<file path="src/rtl/comparator_decimator.sv">
// comparator_decimator: counts high comparator decisions per channel over a window and streams the snapshot out
// Define CMP_SYNC3_EN for 3-FF input synchronizers (2-FF otherwise).
module comparator_decimator #(
  parameter int N_CH = 8,
  parameter int CNT_W = 8,
  parameter int WIN_W = 16,
  localparam int CH_W = $clog2(N_CH)
) (
  input  logic             clk,
  input  logic             rstb,
  input  logic             en,
  input  logic [WIN_W-1:0] win_len,
  input  logic [N_CH-1:0]  high_buf,
  input  logic [N_CH-1:0]  phi1b_dig,
  output logic             out_valid,
  input  logic             out_ready,
  output logic [CNT_W-1:0] out_data,
  output logic [CH_W-1:0]  out_ch,
  output logic             out_last,
  output logic             overrun
);
`ifdef CMP_SYNC3_EN
  localparam int SYNC_N = 3;
`else
  localparam int SYNC_N = 2;
`endif
  typedef enum logic {IDLE, DRAIN} state_t;
  state_t state, state_nx;
  logic [SYNC_N+1:0][N_CH-1:0] ph_q;
  logic [SYNC_N:0][N_CH-1:0] hb_q;
  logic [N_CH-1:0] inc;
  logic [N_CH-1:0][CNT_W-1:0] cnt, cnt_nx, snap_q;
  logic [WIN_W-1:0] timer, wl_q, wl;
  logic [CH_W-1:0] ch_q, ch_nx;
  logic snap, accept, last, done, snap_load, ovr_set;
  // one stage past the synchronizer output registers the edge detect
  always_ff @(posedge clk)
    if (!rstb) begin
      ph_q <= '0;
      hb_q <= '0;
    end else begin
      ph_q <= {ph_q[SYNC_N:0], phi1b_dig};
      hb_q <= {hb_q[SYNC_N-1:0], high_buf};
    end
  assign inc = ph_q[SYNC_N] & ~ph_q[SYNC_N+1] & hb_q[SYNC_N];
  always_comb begin
    cnt_nx = cnt;
    for (int c = 0; c < N_CH; c++)
      cnt_nx[c] = (inc[c] && cnt[c] != '1) ? cnt[c] + CNT_W'(1) : cnt[c];
  end
  // window length is taken live on the first cycle of a window, then held
  assign wl = (timer == '0) ? win_len : wl_q;
  assign snap = en && (timer == wl);
  always_ff @(posedge clk)
    if (!rstb) begin
      timer <= '0;
      wl_q <= '0;
      cnt <= '0;
    end else begin
      if (timer == '0) wl_q <= win_len;
      timer <= (!en || snap) ? '0 : timer + WIN_W'(1);
      cnt <= (!en || snap) ? '0 : cnt_nx;
    end
  assign accept = (state == DRAIN) && out_ready;
  assign last = ch_q == CH_W'(N_CH - 1);
  assign done = (state == IDLE) || (accept && last);
  always_comb begin
    snap_load = snap && done;
    ovr_set = snap && !done;
    state_nx = snap_load ? DRAIN : (accept && last) ? IDLE : state;
    ch_nx = done ? '0 : accept ? ch_q + CH_W'(1) : ch_q;
  end
  always_ff @(posedge clk)
    if (!rstb) begin
      state <= IDLE;
      ch_q <= '0;
      snap_q <= '0;
      overrun <= 1'b0;
    end else begin
      state <= state_nx;
      ch_q <= ch_nx;
      if (snap_load) snap_q <= cnt_nx;
      if (ovr_set) overrun <= 1'b1;
    end
  assign out_valid = state == DRAIN;
  assign out_ch = ch_q;
  assign out_data = snap_q[ch_q];
  assign out_last = out_valid && last;
endmodule
</file>
<file path="config.mk">
export PLATFORM = sky130hd
export DESIGN_NAME = comparator_decimator
export DESIGN_NICKNAME = d
export VERILOG_FILES = /design/src/rtl/comparator_decimator.sv
export SDC_FILE = /design/constraint.sdc
export NUM_CORES = 1
export LEC_CHECK = 0
export ABC_AREA = 1
export CORE_ASPECT_RATIO = 1.25
export CORE_MARGIN = 5
export CORE_UTILIZATION = 52
export CTS_BUF_LIST = sky130_fd_sc_hd__clkbuf_4 sky130_fd_sc_hd__clkbuf_8
export DETAILED_ROUTE_END_ITERATION = 10
export HOLD_SLACK_MARGIN = 0.06
export PLACE_DENSITY = 0.7
export SLEW_MARGIN = 20
export SYNTH_ARGS = -nofsm -noshare
export SYNTH_HDL_FRONTEND = slang
export SYNTH_SLANG_ARGS = --single-unit
</file>
<file path="constraint.sdc">
create_clock -name clk -period 3 [get_ports clk]
set_clock_uncertainty 0.15 [all_clocks]
set_input_delay 0.45 -clock clk [delete_from_list [all_inputs] [get_ports clk]]
set_output_delay 0.45 -clock clk [all_outputs]
set_load 0.005 [all_outputs]
</file>
==> results_tabular.tex, run 1 <==
\begin{tabular}{lr}
\hline
Metric & Value \\
\hline
\multicolumn{2}{l}{\textbf{Run status}} \\
Run status & complete, no violations \\
\multicolumn{2}{l}{\textbf{Global routing}} \\
Peak-usage layer in the global routing report & met2 \\
Grt met1 use & 0.247 \\
Antenna violations before repair & 0 \\
Pin count of the biggest net entering global routing & 91 \\
All-Layer GR Usage & 0.201 \\
Met2 layer usage reported by global route & 0.356 \\
Vias in the first global route & 7971 \\
Met3 Usage GRT & 0.0356 \\
Grt ovf & 0 \\
First-pass GRT wire length & 37100 um \\
\multicolumn{2}{l}{\textbf{Timing}} \\
Remaining max-slew budget at the tightest pin & 0.620 \\
Worst Tran Pin Value & 0.565 ns \\
Final setup margin & 0.111 ns \\
Post-route setup TNS & 0 ns \\
Share of the clock period used by the worst path after layout & 0.963 \\
Slew Limit Fails & 0 \\
Number of failing hold endpoints at the final stage & 0 \\
Shortest period the worst path allows & 2.89 ns \\
Highest Clock Rate & 346 MHz \\
Final setup violation count & 0 \\
\multicolumn{2}{l}{\textbf{Final layout}} \\
Most common cell after layout, fill and taps aside & sky130\_fd\_sc\_hd\_\_nor2\_1 \\
Post-Layout Inst Area & 11600 um\^{}2 \\
Most frequent cells in the layout & sky130\_fd\_sc\_hd\_\_nor2\_1 (334), sky130\_fd\_sc\_hd\_\_nand2\_1 (273), sky130\_fd\_sc\_hd\_\_dfxtp\_1 (219) \\
Diode count & 0 \\
Final core occ & 0.615 \\
Total number of nets in the final design & 1491 \\
Fraction of final layout cells with drive strength greater than 1 & 0.0845 \\
Area added between synthesis and finish & 16.2\% \\
\multicolumn{2}{l}{\textbf{Route}} \\
DR vias & 8574 \\
Detailed-routing iteration count for the pre-antenna-repair pass & 5 \\
Per-cell routed wire length & 13.3 um \\
Post-detailed-route count of antenna-violating nets & 0 \\
1st-iter DRT viols & 481 \\
DRC violation count after routing & 0 \\
Via density per instance & 5.05 \\
Final wirelength & 22600 um \\
\multicolumn{2}{l}{\textbf{Synth}} \\
Flip-flop and latch count after synthesis & 221 \\
EDFF count, synth & 0 \\
Post-Synthesis Net Count & 1443 \\
Synth Warn \# & 0 \\
Distinct cell type count of the synthesized netlist & 30 \\
Cell type with the highest aggregate area in the netlist & sky130\_fd\_sc\_hd\_\_dfxtp\_1 \\
Most frequently used flop master after synthesis & sky130\_fd\_sc\_hd\_\_dfxtp\_1 \\
Share of async-settable or async-resettable flops after synthesis & 0 \\
Gate Count Post-Synth & 1395 \\
Ranking of synthesized cells by area & sky130\_fd\_sc\_hd\_\_dfxtp\_1 (44\%), sky130\_fd\_sc\_hd\_\_nor2\_1 (13\%), sky130\_fd\_sc\_hd\_\_nand2\_1 (11\%), sky130\_fd\_sc\_hd\_\_inv\_1 (6.0\%), sky130\_fd\_sc\_hd\_\_nand4\_1 (4.5\%) \\
Synth Cell Area & 9970 um\^{}2 \\
Post-synth top area share & 0.444 \\
Sequential element share of the synthesized area & 0.444 \\
Mean instance size in the synthesized netlist & 7.14 um\^{}2 \\
\multicolumn{2}{l}{\textbf{CTS}} \\
Number of hold buffers added after CTS & 0 \\
Max H-tree Level & 2 \\
Sink Count & 221 \\
Clock transition at the register clock pins on the worst setup and hold paths after CTS & 0.06 ns \\
Clock latency at the later pin of the worst-skew pair & 0.53 ns \\
Number of buffers created by CTS & 36 \\
Number of buffers on the longest clock path & 3 \\
TritonCTS clock tree & yes \\
Root cell of the clock tree & sky130\_fd\_sc\_hd\_\_clkbuf\_8 \\
\multicolumn{2}{l}{\textbf{Floorplan}} \\
I/O Pins & 50 \\
Placeable core area & 18800 um\^{}2 \\
Initial standard-cell utilization of the core & 0.529 \\
Horizontal die dimension & 134 um \\
DIE AREA & 22100 um\^{}2 \\
Die Y & 165 um \\
Number of placement rows & 56 \\
\multicolumn{2}{l}{\textbf{Hold path}} \\
Class of the worst hold path & in -> reg \\
Instance count along the most critical hold path & 4 \\
\multicolumn{2}{l}{\textbf{Power and ir drop}} \\
Total power consumption of the routed design & 6060 uW \\
PD cells & 523 nW/um\^{}2 \\
Static Leak & 0.00517 uW \\
VDD IR-drop max & 444 uV \\
\multicolumn{2}{l}{\textbf{Worst setup path}} \\
Depth of the most critical reg-to-reg path & 19 \\
Reg2reg setup slack & 0.21 ns \\
Critical Path End & out\_data[2] \\
Reg-to-reg endpoint & cnt[3]\$\_SDFF\_PP0\_ \\
Worst EP arrival & 2.29 ns \\
RR Startpoint & timer[1]\$\_SDFF\_PP0\_ \\
Worst path required time & 2.40 ns \\
Startpoint types & flip-flop \\
Critical path type & reg -> out \\
Critical-path maximum fanout & 7 \\
Timing startpoint of the critical path & out\_ch[1]\$\_SDFFE\_PP0P\_ \\
CP endpoint kind & primary output \\
\multicolumn{2}{l}{\textbf{Placement}} \\
Port buffer count & 49 \\
Worst setup timing slack at the placement stage & 0.239 ns \\
Placer's final routability congestion estimate & 0.876 \\
Area after DPL & 10600 um\^{}2 \\
Detailed placement HPWL & 14900 um \\
\multicolumn{2}{l}{\textbf{Flow run}} \\
Max-Cap Viols & 0 \\
\hline
\end{tabular}
[worst max-delay path: stages, from the launching register on]
cell and delay, ns:
sky130_fd_sc_hd__dfxtp_2 0.40, sky130_fd_sc_hd__clkinvlp_2 0.27, sky130_fd_sc_hd__nor2_1 0.25, sky130_fd_sc_hd__o21ai_0 0.14, sky130_fd_sc_hd__a31oi_1 0.18, sky130_fd_sc_hd__clkdlybuf4s50_1 0.52
[how the worst min path moves through the flow]
stage | from | endpoint | slack, ns
final | en | snap_q[54]$_SDFFE_PN0P_ | 0.18
after global routing | rstb | snap_q[11]$_SDFFE_PN0P_ | 0.19
after CTS | en | snap_q[55]$_SDFFE_PN0P_ | 0.15
after detailed placement | ph_q[3]$_SDFF_PN0_ | ph_q[11]$_SDFF_PN0_ | 0.25
after global placement | hb_q[8]$_SDFF_PN0_ | hb_q[16]$_SDFF_PN0_ | 0.24
after floorplan | hb_q[2]$_SDFF_PN0_ | hb_q[10]$_SDFF_PN0_ | 0.24
[timing repair]
item / CTS / global route
endpoints found under the hold margin: 0 / 0
pin swaps: 0 / 5
setup endpoints to repair: 5 / 149
buffers inserted: 0 / 3
gates resized for setup: 6 / 21
cloned: 2 / 5
[cell families (layout without fill, tap and decap cells)]
group / after synthesis / after routing / synth area share
compound gates: 58 / 58 / 0.0311
xor+xnor: 69 / 69 / 0.0606
fa+ha+maj: 12 / 12 / 0.0151
buf+inv: 231 / 303 / 0.102
flops: 221 / 221 / 0.444
mux: 9 / 9 / 0.00904
simple gates: 795 / 795 / 0.338
[power by group]
part	leakage (uW)	switching, uW	internal (uW)
Combinational	0.00297	211	144
Sequential	0.00179	13.3	2980
Clock	0.000402	1150	1550
[sequential cells by signal (all words and copies together), names as in the netlist]
signal and cells:
out_ch 3, out_valid 1, ph_q 32, hb_q 24, timer 16, cnt 64, wl_q 16, snap_q 64
overrun 1
[cell type report]
type	instances	area, um^2
fill	1712	7260
multi-input combinational	943	4570
sequential	221	4430
timing repair buffer	77	908
clock buffer	56	689
inverter	161	612
tap	232	290
clock inverter	6	67.6
timing repair inverter	3	17.5
[cell usage after synthesis, types with 12 or more instances]
| master | n |
|---|---|
| sky130_fd_sc_hd__buf_6 | 18 |
| sky130_fd_sc_hd__clkbuf_1 | 31 |
| sky130_fd_sc_hd__dfxtp_1 | 221 |
| sky130_fd_sc_hd__ha_1 | 12 |
| sky130_fd_sc_hd__inv_1 | 160 |
| sky130_fd_sc_hd__nand2_1 | 280 |
| sky130_fd_sc_hd__nand3_1 | 70 |
| sky130_fd_sc_hd__nand4_1 | 71 |
| sky130_fd_sc_hd__nor2_1 | 338 |
| sky130_fd_sc_hd__nor3_1 | 12 |
| sky130_fd_sc_hd__o21ai_0 | 34 |
| sky130_fd_sc_hd__xnor2_1 | 21 |
| sky130_fd_sc_hd__xor2_1 | 48 |
[per-layer routing]
metal  vias up  routed length [um]
li1       4430                   -
met1      3879                9670
met2       213               11000
met3        52                1260
met4         0                 676
met5         -                   0
[through the flow]
| stage | hold slack [ns] | instances |
|---|---|---|
| final | 0.181 | 1699 |
| after global routing | 0.193 | 1699 |
| after CTS | 0.148 | 1691 |
| after detailed placement | 0.247 | 1627 |
| after global placement | 0.243 | 1627 |
| after floorplan | 0.240 | 1395 |
Note: power is estimated with default switching activity, not from simulation.
==> run 2, diff against run 1 <==
==> constraint.sdc (replaced) <==
create_clock -name clk -period 2.9 [get_ports clk]
set_clock_uncertainty 0.15 [all_clocks]
set_input_delay 0.435 -clock clk [delete_from_list [all_inputs] [get_ports clk]]
set_output_delay 0.435 -clock clk [all_outputs]
set_load 0.005 [all_outputs]
==> results_tabular.tex, run 2 (same netlist as run 1, synthesis figures left out) <==
\begin{tabular}{lr}
\hline
Metric & Value \\
\hline
\multicolumn{2}{l}{\textbf{Global routing}} \\
All-Layer GR Usage & 0.201 (-0.000480) \\
Vias in the first global route & 8137 (+2.1\%) \\
First-pass GRT wire length & 36800 um (-0.73\%) \\
Grt ovf & 0 (unchanged) \\
Antenna violations before repair & 0 (unchanged) \\
Pin count of the biggest net entering global routing & 91 (unchanged) \\
\multicolumn{2}{l}{\textbf{Route}} \\
Per-cell routed wire length & 13.8 um (+3.7\%) \\
DR vias & 8840 (+3.1\%) \\
Via density per instance & 5.14 (+1.8\%) \\
DRC violation count after routing & 0 (unchanged) \\
Detailed-routing iteration count for the pre-antenna-repair pass & 6 (+1) \\
Final wirelength & 23700 um (+5.0\%) \\
Post-detailed-route count of antenna-violating nets & 0 (unchanged) \\
1st-iter DRT viols & 543 (+13\%) \\
\multicolumn{2}{l}{\textbf{Worst setup path}} \\
RR Startpoint & timer[0]\$\_SDFF\_PP0\_ \\
Worst path top cell family by delay & buffers and inverters \\
Critical path type & reg -> out \\
Worst Path Buf+Inv & 3 (+1) \\
Series of cell instances along the critical path & clkinvlp\_4, buf\_4, o21ai\_0, o22ai\_1, nor2\_1, a31oi\_1, clkdlybuf4s50\_1 \\
CP endpoint kind & primary output \\
Worst path required time & 2.32 ns (-0.08 ns) \\
Max stage delay cell, worst path & sky130\_fd\_sc\_hd\_\_clkdlybuf4s50\_1 \\
Critical-path maximum fanout & 7 (unchanged) \\
Startpoint types & flip-flop \\
Worst EP arrival & 2.24 ns (-0.05 ns) \\
Reg2reg setup slack & 0.14 ns (-0.07 ns) \\
Largest stage delay on the critical path & 0.54 ns (+0.02 ns) \\
Timing startpoint of the critical path & out\_ch[0]\$\_SDFFE\_PP0P\_ \\
\multicolumn{2}{l}{\textbf{Hold path}} \\
Origin of the worst min-delay path & en \\
Class of the worst hold path & in -> reg \\
\multicolumn{2}{l}{\textbf{Timing}} \\
Final setup margin & 0.0727 ns (-0.0384 ns) \\
Final setup violation count & 0 (unchanged) \\
Number of failing hold endpoints at the final stage & 0 (unchanged) \\
Post-route setup TNS & 0 ns (unchanged) \\
Remaining max-slew budget at the tightest pin & 0.671 (+0.0506) \\
Highest Clock Rate & 354 MHz \\
Slew Limit Fails & 0 (unchanged) \\
Share of the clock period used by the worst path after layout & 0.975 \\
Worst Tran Pin Value & 0.492 ns (-0.0734 ns) \\
Shortest period the worst path allows & 2.83 ns \\
\multicolumn{2}{l}{\textbf{Final layout}} \\
Fraction of final layout cells with drive strength greater than 1 & 0.100 (+0.0155) \\
Total number of nets in the final design & 1515 (+1.6\%) \\
Final core occ & 0.631 (+0.0161) \\
Count of non-filler cells in the finished layout & 1721 (+1.3\%) \\
Most frequent cells in the layout & sky130\_fd\_sc\_hd\_\_nor2\_1 (335), sky130\_fd\_sc\_hd\_\_nand2\_1 (273), sky130\_fd\_sc\_hd\_\_dfxtp\_1 (218) \\
Most common cell after layout, fill and taps aside & sky130\_fd\_sc\_hd\_\_nor2\_1 \\
Area added between synthesis and finish & 19.3\% \\
Fillcell total & 1679 (-1.9\%) \\
Diode count & 0 (unchanged) \\
Largest registers ranked by flip-flop count & cnt x64, snap\_q x64, ph\_q x32 \\
\multicolumn{2}{l}{\textbf{CTS}} \\
Clock latency at the later pin of the worst-skew pair & 0.52 ns (about the same) \\
TritonCTS clock tree & yes \\
Number of hold buffers added after CTS & 0 (unchanged) \\
Max H-tree Level & 2 (unchanged) \\
Clock transition at the register clock pins on the worst setup and hold paths after CTS & 0.07 ns (about the same) \\
Number of buffers created by CTS & 36 (unchanged) \\
Root cell of the clock tree & sky130\_fd\_sc\_hd\_\_clkbuf\_8 \\
Sink Count & 221 (unchanged) \\
Number of buffers on the longest clock path & 3 (unchanged) \\
\multicolumn{2}{l}{\textbf{Floorplan}} \\
DIE AREA & 22100 um\^{}2 (unchanged) \\
I/O Pins & 50 (unchanged) \\
Horizontal die dimension & 134 um (unchanged) \\
Die Y & 165 um (unchanged) \\
Initial standard-cell utilization of the core & 0.529 (unchanged) \\
Number of placement rows & 56 (unchanged) \\
Placeable core area & 18800 um\^{}2 (unchanged) \\
\multicolumn{2}{l}{\textbf{Flow run}} \\
Max-Cap Viols & 0 (unchanged) \\
\multicolumn{2}{l}{\textbf{Run status}} \\
Run status & complete, no violations \\
\multicolumn{2}{l}{\textbf{Placement}} \\
Worst setup timing slack at the placement stage & 0.126 ns (-0.113 ns) \\
Port buffer count & 49 (unchanged) \\
Placer's final routability congestion estimate & 0.865 (-1.3\%) \\
Number of placed cells counting well taps & 1632 (+0.31\%) \\
Detailed placement HPWL & 15000 um (+0.21\%) \\
\multicolumn{2}{l}{\textbf{Power and ir drop}} \\
Static Leak & 0.00532 uW (+3.0\%) \\
VDD IR-drop max & 353 uV (-20\%) \\
PD cells & 524 nW/um\^{}2 (+0.27\%) \\
\hline
\end{tabular}
## run 2: what timing repair did
item / 4_1_cts / 5_1_grt
gates resized for setup: 6 / 31
setup endpoints to repair: 8 / 152
cloned: 0 / 12
pin swaps: 1 / 14
buffers inserted: 4 / 13
hold endpoints to repair: 0 / 0
## run 2: tightest hold or removal path, cell delays in order
cell,delay [ns]
sky130_fd_sc_hd__buf_2,0.16
sky130_fd_sc_hd__nand4_1,0.11
sky130_fd_sc_hd__nand2_1,0.05
sky130_fd_sc_hd__nor2_1,0.07
## run 2: report_power, final
group	switching (uW)	total (uW)	internal, uW
Clock	1180	2760	1580
Combinational	221	374	154
Sequential	14.0	3100	3090
Total	1410	6230	4820
## run 2: cell type report
cell class,count,area [um^2],share of cell area
Clock inverter,6,55.1,0.00463
Multi-Input combinational cell,943,4590,0.386
Timing Repair inverter,1,7.51,0.000631
Inverter,161,612,0.0515
Sequential cell,221,4430,0.373
Tap cell,232,290,0.0244
Timing Repair Buffer,103,1220,0.103
Clock buffer,54,681,0.0573
## run 2: stage by stage
step                power (uW)  hold slack [ns]  area [um^2]
finish                    6230            0.193        11900
global route              6480            0.202        11900
CTS                       6270            0.151        11400
detailed placement        3510            0.245        10600
global placement          3500            0.243        10600
floorplan                 3390            0.240         9970
## run 2: path summary, 6_finish.rpt
check	to	cells past startpoint
max	out_data[7]	7
min	snap_q[54]$_SDFFE_PN0P_	4
max reg2reg	cnt[16]$_SDFF_PP0_	19
min reg2reg	hb_q[22]$_SDFF_PN0_	2
## run 2: layer usage
metal / global-route usage / wire length [um] / up-vias
li1: - / - / 4495
met1: 0.243 / 9920 / 3999
met2: 0.356 / 11600 / 285
met3: 0.0350 / 1410 / 61
met4: 0.0772 / 779 / 0
met5: 0 / 0 / -
==> run 3, diff against run 2 <==
--- a/config.mk
+++ b/config.mk
@@ -9,7 +9,6 @@
 export CORE_ASPECT_RATIO = 1.25
 export CORE_MARGIN = 5
 export CORE_UTILIZATION = 52
-export CTS_BUF_LIST = sky130_fd_sc_hd__clkbuf_4 sky130_fd_sc_hd__clkbuf_8
 export DETAILED_ROUTE_END_ITERATION = 10
 export HOLD_SLACK_MARGIN = 0.06
 export PLACE_DENSITY = 0.7
==> results_tabular.tex, run 3 (same netlist as run 1, synthesis figures left out) <==
\begin{tabular}{lr}
\hline
Metric & Value \\
\hline
\multicolumn{2}{l}{\textbf{Worst setup path}} \\
RR Startpoint & timer[1]\$\_SDFF\_PP0\_ \\
Depth of the most critical reg-to-reg path & 19 (unchanged) \\
Max stage delay cell, worst path & sky130\_fd\_sc\_hd\_\_clkdlybuf4s50\_1 \\
Worst EP arrival & 2.23 ns (about the same) \\
Worst path required time & 2.32 ns (about the same) \\
Worst path top cell family by delay & buffers and inverters \\
Timing startpoint of the critical path & out\_ch[0]\$\_SDFFE\_PP0P\_ \\
Startpoint types & flip-flop \\
Critical path type & reg -> out \\
Critical-path maximum fanout & 8 (+1) \\
Series of cell instances along the critical path & clkinvlp\_4, buf\_4, o21ai\_0, o22ai\_1, nor2\_1, a31oi\_1, clkdlybuf4s50\_1 \\
CP endpoint kind & primary output \\
Largest stage delay on the critical path & 0.54 ns (about the same) \\
Reg-to-reg endpoint & cnt[23]\$\_SDFF\_PP0\_ \\
Reg2reg setup slack & 0.12 ns (-0.02 ns) \\
Worst Path Buf+Inv & 3 (unchanged) \\
\multicolumn{2}{l}{\textbf{Route}} \\
1st-iter DRT viols & 444 (-18\%) \\
Met2 wire length & 11800 um (+1.5\%) \\
DR vias & 8752 (-1.0\%) \\
Post-detailed-route count of antenna-violating nets & 0 (unchanged) \\
Final wirelength & 23700 um (-0.22\%) \\
Detailed-routing iteration count for the pre-antenna-repair pass & 5 (-1) \\
Met1 wire length & 10200 um (+2.8\%) \\
Per-cell routed wire length & 13.9 um (+1.1\%) \\
Highest routed metal layer & met4 \\
DRC violation count after routing & 0 (unchanged) \\
Via density per instance & 5.15 (+0.29\%) \\
Detailed-routed wire length on met3 & 1060 um (-25\%) \\
\multicolumn{2}{l}{\textbf{Power and ir drop}} \\
Proportion of power drawn by combinational gates & 0.058 (-0.002) \\
VDD IR-drop max & 523 uV (+48\%) \\
Static Leak & 0.00536 uW (+0.76\%) \\
Clk network pwr share & 0.463 (+0.020) \\
PD cells & 543 nW/um\^{}2 (+3.5\%) \\
Switching share of power & 0.215 (-0.0118) \\
Int Pwr & 5080 uW (+5.3\%) \\
Switching power summed over all nets & 1390 uW (-1.6\%) \\
Part of the total power dissipated in sequential elements & 0.479 (-0.018) \\
\multicolumn{2}{l}{\textbf{Timing}} \\
Remaining max-slew budget at the tightest pin & 0.675 (+0.00456) \\
Final setup violation count & 0 (unchanged) \\
Number of failing hold endpoints at the final stage & 0 (unchanged) \\
Share of the clock period used by the worst path after layout & 0.970 (-0.00504) \\
Worst Tran Pin Value & 0.485 ns (-0.00682 ns) \\
Fin Hold WS & 0.210 ns (+0.0170 ns) \\
Slew Limit Fails & 0 (unchanged) \\
Highest Clock Rate & 356 MHz (+0.52\%) \\
Shortest period the worst path allows & 2.81 ns (-0.0146 ns) \\
Final setup margin & 0.0873 ns (+0.0146 ns) \\
\multicolumn{2}{l}{\textbf{Flow run}} \\
Max-Cap Viols & 0 (unchanged) \\
\multicolumn{2}{l}{\textbf{CTS}} \\
TritonCTS clock tree & yes \\
Clock latency at the later pin of the worst-skew pair & 0.50 ns (-0.02 ns) \\
Sink Count & 221 (unchanged) \\
Max H-tree Level & 1 (-1) \\
Number of buffers on the longest clock path & 3 (unchanged) \\
Clock transition at the register clock pins on the worst setup and hold paths after CTS & 0.06 ns (about the same) \\
Number of buffers created by CTS & 22 (-39\%) \\
Root cell of the clock tree & sky130\_fd\_sc\_hd\_\_clkbuf\_16 \\
\multicolumn{2}{l}{\textbf{Hold path}} \\
Hold Path End & snap\_q[48]\$\_SDFFE\_PN0P\_ \\
Origin of the worst min-delay path & en \\
Class of the worst hold path & in -> reg \\
Instance count along the most critical hold path & 4 (unchanged) \\
\multicolumn{2}{l}{\textbf{Placement}} \\
Worst setup timing slack at the placement stage & 0.126 ns (unchanged) \\
Number of placed cells counting well taps & 1632 (unchanged) \\
Detailed placement HPWL & 15000 um (unchanged) \\
Port buffer count & 49 (unchanged) \\
Placer's final routability congestion estimate & 0.865 (unchanged) \\
\multicolumn{2}{l}{\textbf{Floorplan}} \\
Die Y & 165 um (unchanged) \\
Number of placement rows & 56 (unchanged) \\
I/O Pins & 50 (unchanged) \\
Placeable core area & 18800 um\^{}2 (unchanged) \\
Horizontal die dimension & 134 um (unchanged) \\
Initial standard-cell utilization of the core & 0.529 (unchanged) \\
DIE AREA & 22100 um\^{}2 (unchanged) \\
\multicolumn{2}{l}{\textbf{Global routing}} \\
All-Layer GR Usage & 0.198 (-0.00272) \\
Vias in the first global route & 7917 (-2.7\%) \\
Grt ovf & 0 (unchanged) \\
Antenna violations before repair & 0 (unchanged) \\
Pin count of the biggest net entering global routing & 91 (unchanged) \\
First-pass GRT wire length & 36400 um (-1.2\%) \\
\multicolumn{2}{l}{\textbf{Final layout}} \\
Largest registers ranked by flip-flop count & cnt x64, snap\_q x64, ph\_q x32 \\
Fillcell total & 1645 (-2.0\%) \\
Most common cell after layout, fill and taps aside & sky130\_fd\_sc\_hd\_\_nor2\_1 \\
Fraction of final layout cells with drive strength greater than 1 & 0.0852 (-0.0149) \\
Total number of nets in the final design & 1501 (-0.92\%) \\
Count of non-filler cells in the finished layout & 1699 (-1.3\%) \\
Combined flip-flop and latch cell area & 4430 um\^{}2 (unchanged) \\
Area added between synthesis and finish & 19.5\% \\
Diode count & 0 (unchanged) \\
Total area of multi-input combinational cells & 4580 um\^{}2 (-0.19\%) \\
Most frequent cells in the layout & sky130\_fd\_sc\_hd\_\_nor2\_1 (334), sky130\_fd\_sc\_hd\_\_nand2\_1 (273), sky130\_fd\_sc\_hd\_\_dfxtp\_1 (218) \\
\multicolumn{2}{l}{\textbf{Run status}} \\
Run status & complete, no violations \\
\hline
\end{tabular}
-- run 3: changes by cell type in the layout (fill, tap and decap cells not counted), moves of 3 or more --
| cell | previous run | this run |
|---|---|---|
| sky130_fd_sc_hd__clkbuf_8 | 44 | 2 |
| sky130_fd_sc_hd__clkdlybuf4s50_1 | 46 | 43 |
| sky130_fd_sc_hd__clkinv_2 | 5 | 8 |
| sky130_fd_sc_hd__clkbuf_16 | 9 | 31 |
| sky130_fd_sc_hd__clkbuf_4 | 10 | 0 |
| sky130_fd_sc_hd__bufinv_16 | 1 | 4 |
| sky130_fd_sc_hd__dlymetal6s2s_1 | 1 | 4 |
-- run 3: area by class of cell --
cell class,count,share of cell area
flip-flops and latches,221,0.372
well taps,232,0.0244
repair buffers,103,0.103
inverters,161,0.0513
repair inverters,1,0.000420
clock buffers,26,0.0509
multi-input cells,943,0.385
clock inverters,12,0.0134
-- run 3: worst max-delay path by stage --
stage                                    endpoint  slack (ns)  cells past startpoint
after CTS                             out_data[1]        0.02                      6
after floorplan           snap_q[15]$_SDFFE_PN0P_        0.53                     20
after global placement    snap_q[22]$_SDFFE_PN0P_        0.21                     18
after global routing           cnt[19]$_SDFF_PP0_       -0.05                     19
after detailed placement       cnt[18]$_SDFF_PP0_        0.13                     16
final                                 out_data[7]        0.09                      7
-- run 3: stage by stage --
stage,power [uW],utilization,cell area [um^2],setup TNS (ns)
after floorplan,3390,-,9970,0
after global placement,3500,0.565,10600,0
after detailed placement,3510,0.565,10600,0
after CTS,6500,0.608,11500,0
after global routing,6710,0.632,11900,-3.31
final,6470,0.632,11900,0
-- run 3: what timing repair did --
| action | CTS | global route |
|---|---|---|
| setup buffers | 4 | 13 |
| setup endpoints to repair | 8 | 152 |
| cloned | 0 | 12 |
| pin swaps | 0 | 14 |
| resized for setup | 6 | 33 |
| hold buffers | 0 | 0 |
-- run 3: power by group through the flow --
| stage | registers, uW | logic [uW] | clock network (uW) |
|---|---|---|---|
| 6_report | 3100 | 372 | 3000 |
| 3_3_place_gp | 3170 | 334 | 0 |
| 5_1_grt | 3100 | 414 | 3200 |
| 3_5_place_dp | 3170 | 340 | 0 |
| 4_1_cts | 3100 | 343 | 3060 |
| 2_1_floorplan | 3160 | 231 | 0 |
-- run 3: worst reg2reg max path: cells and delay by family, from the launching register on --
kind / cells / cell delay, ns
adder cells (fa/ha/maj): 1 / 0.17
buffers and inverters: 5 / 0.61
flip-flops: 1 / 0.34
AND/OR/NAND/NOR: 13 / 1.41
-- run 3: metal layers --
layer / up-vias / GRT usage
met3: 42 / 0.0256
met2: 229 / 0.356
li1: 4460 / -
met4: 0 / 0.0622
met5: - / 0
met1: 4021 / 0.247
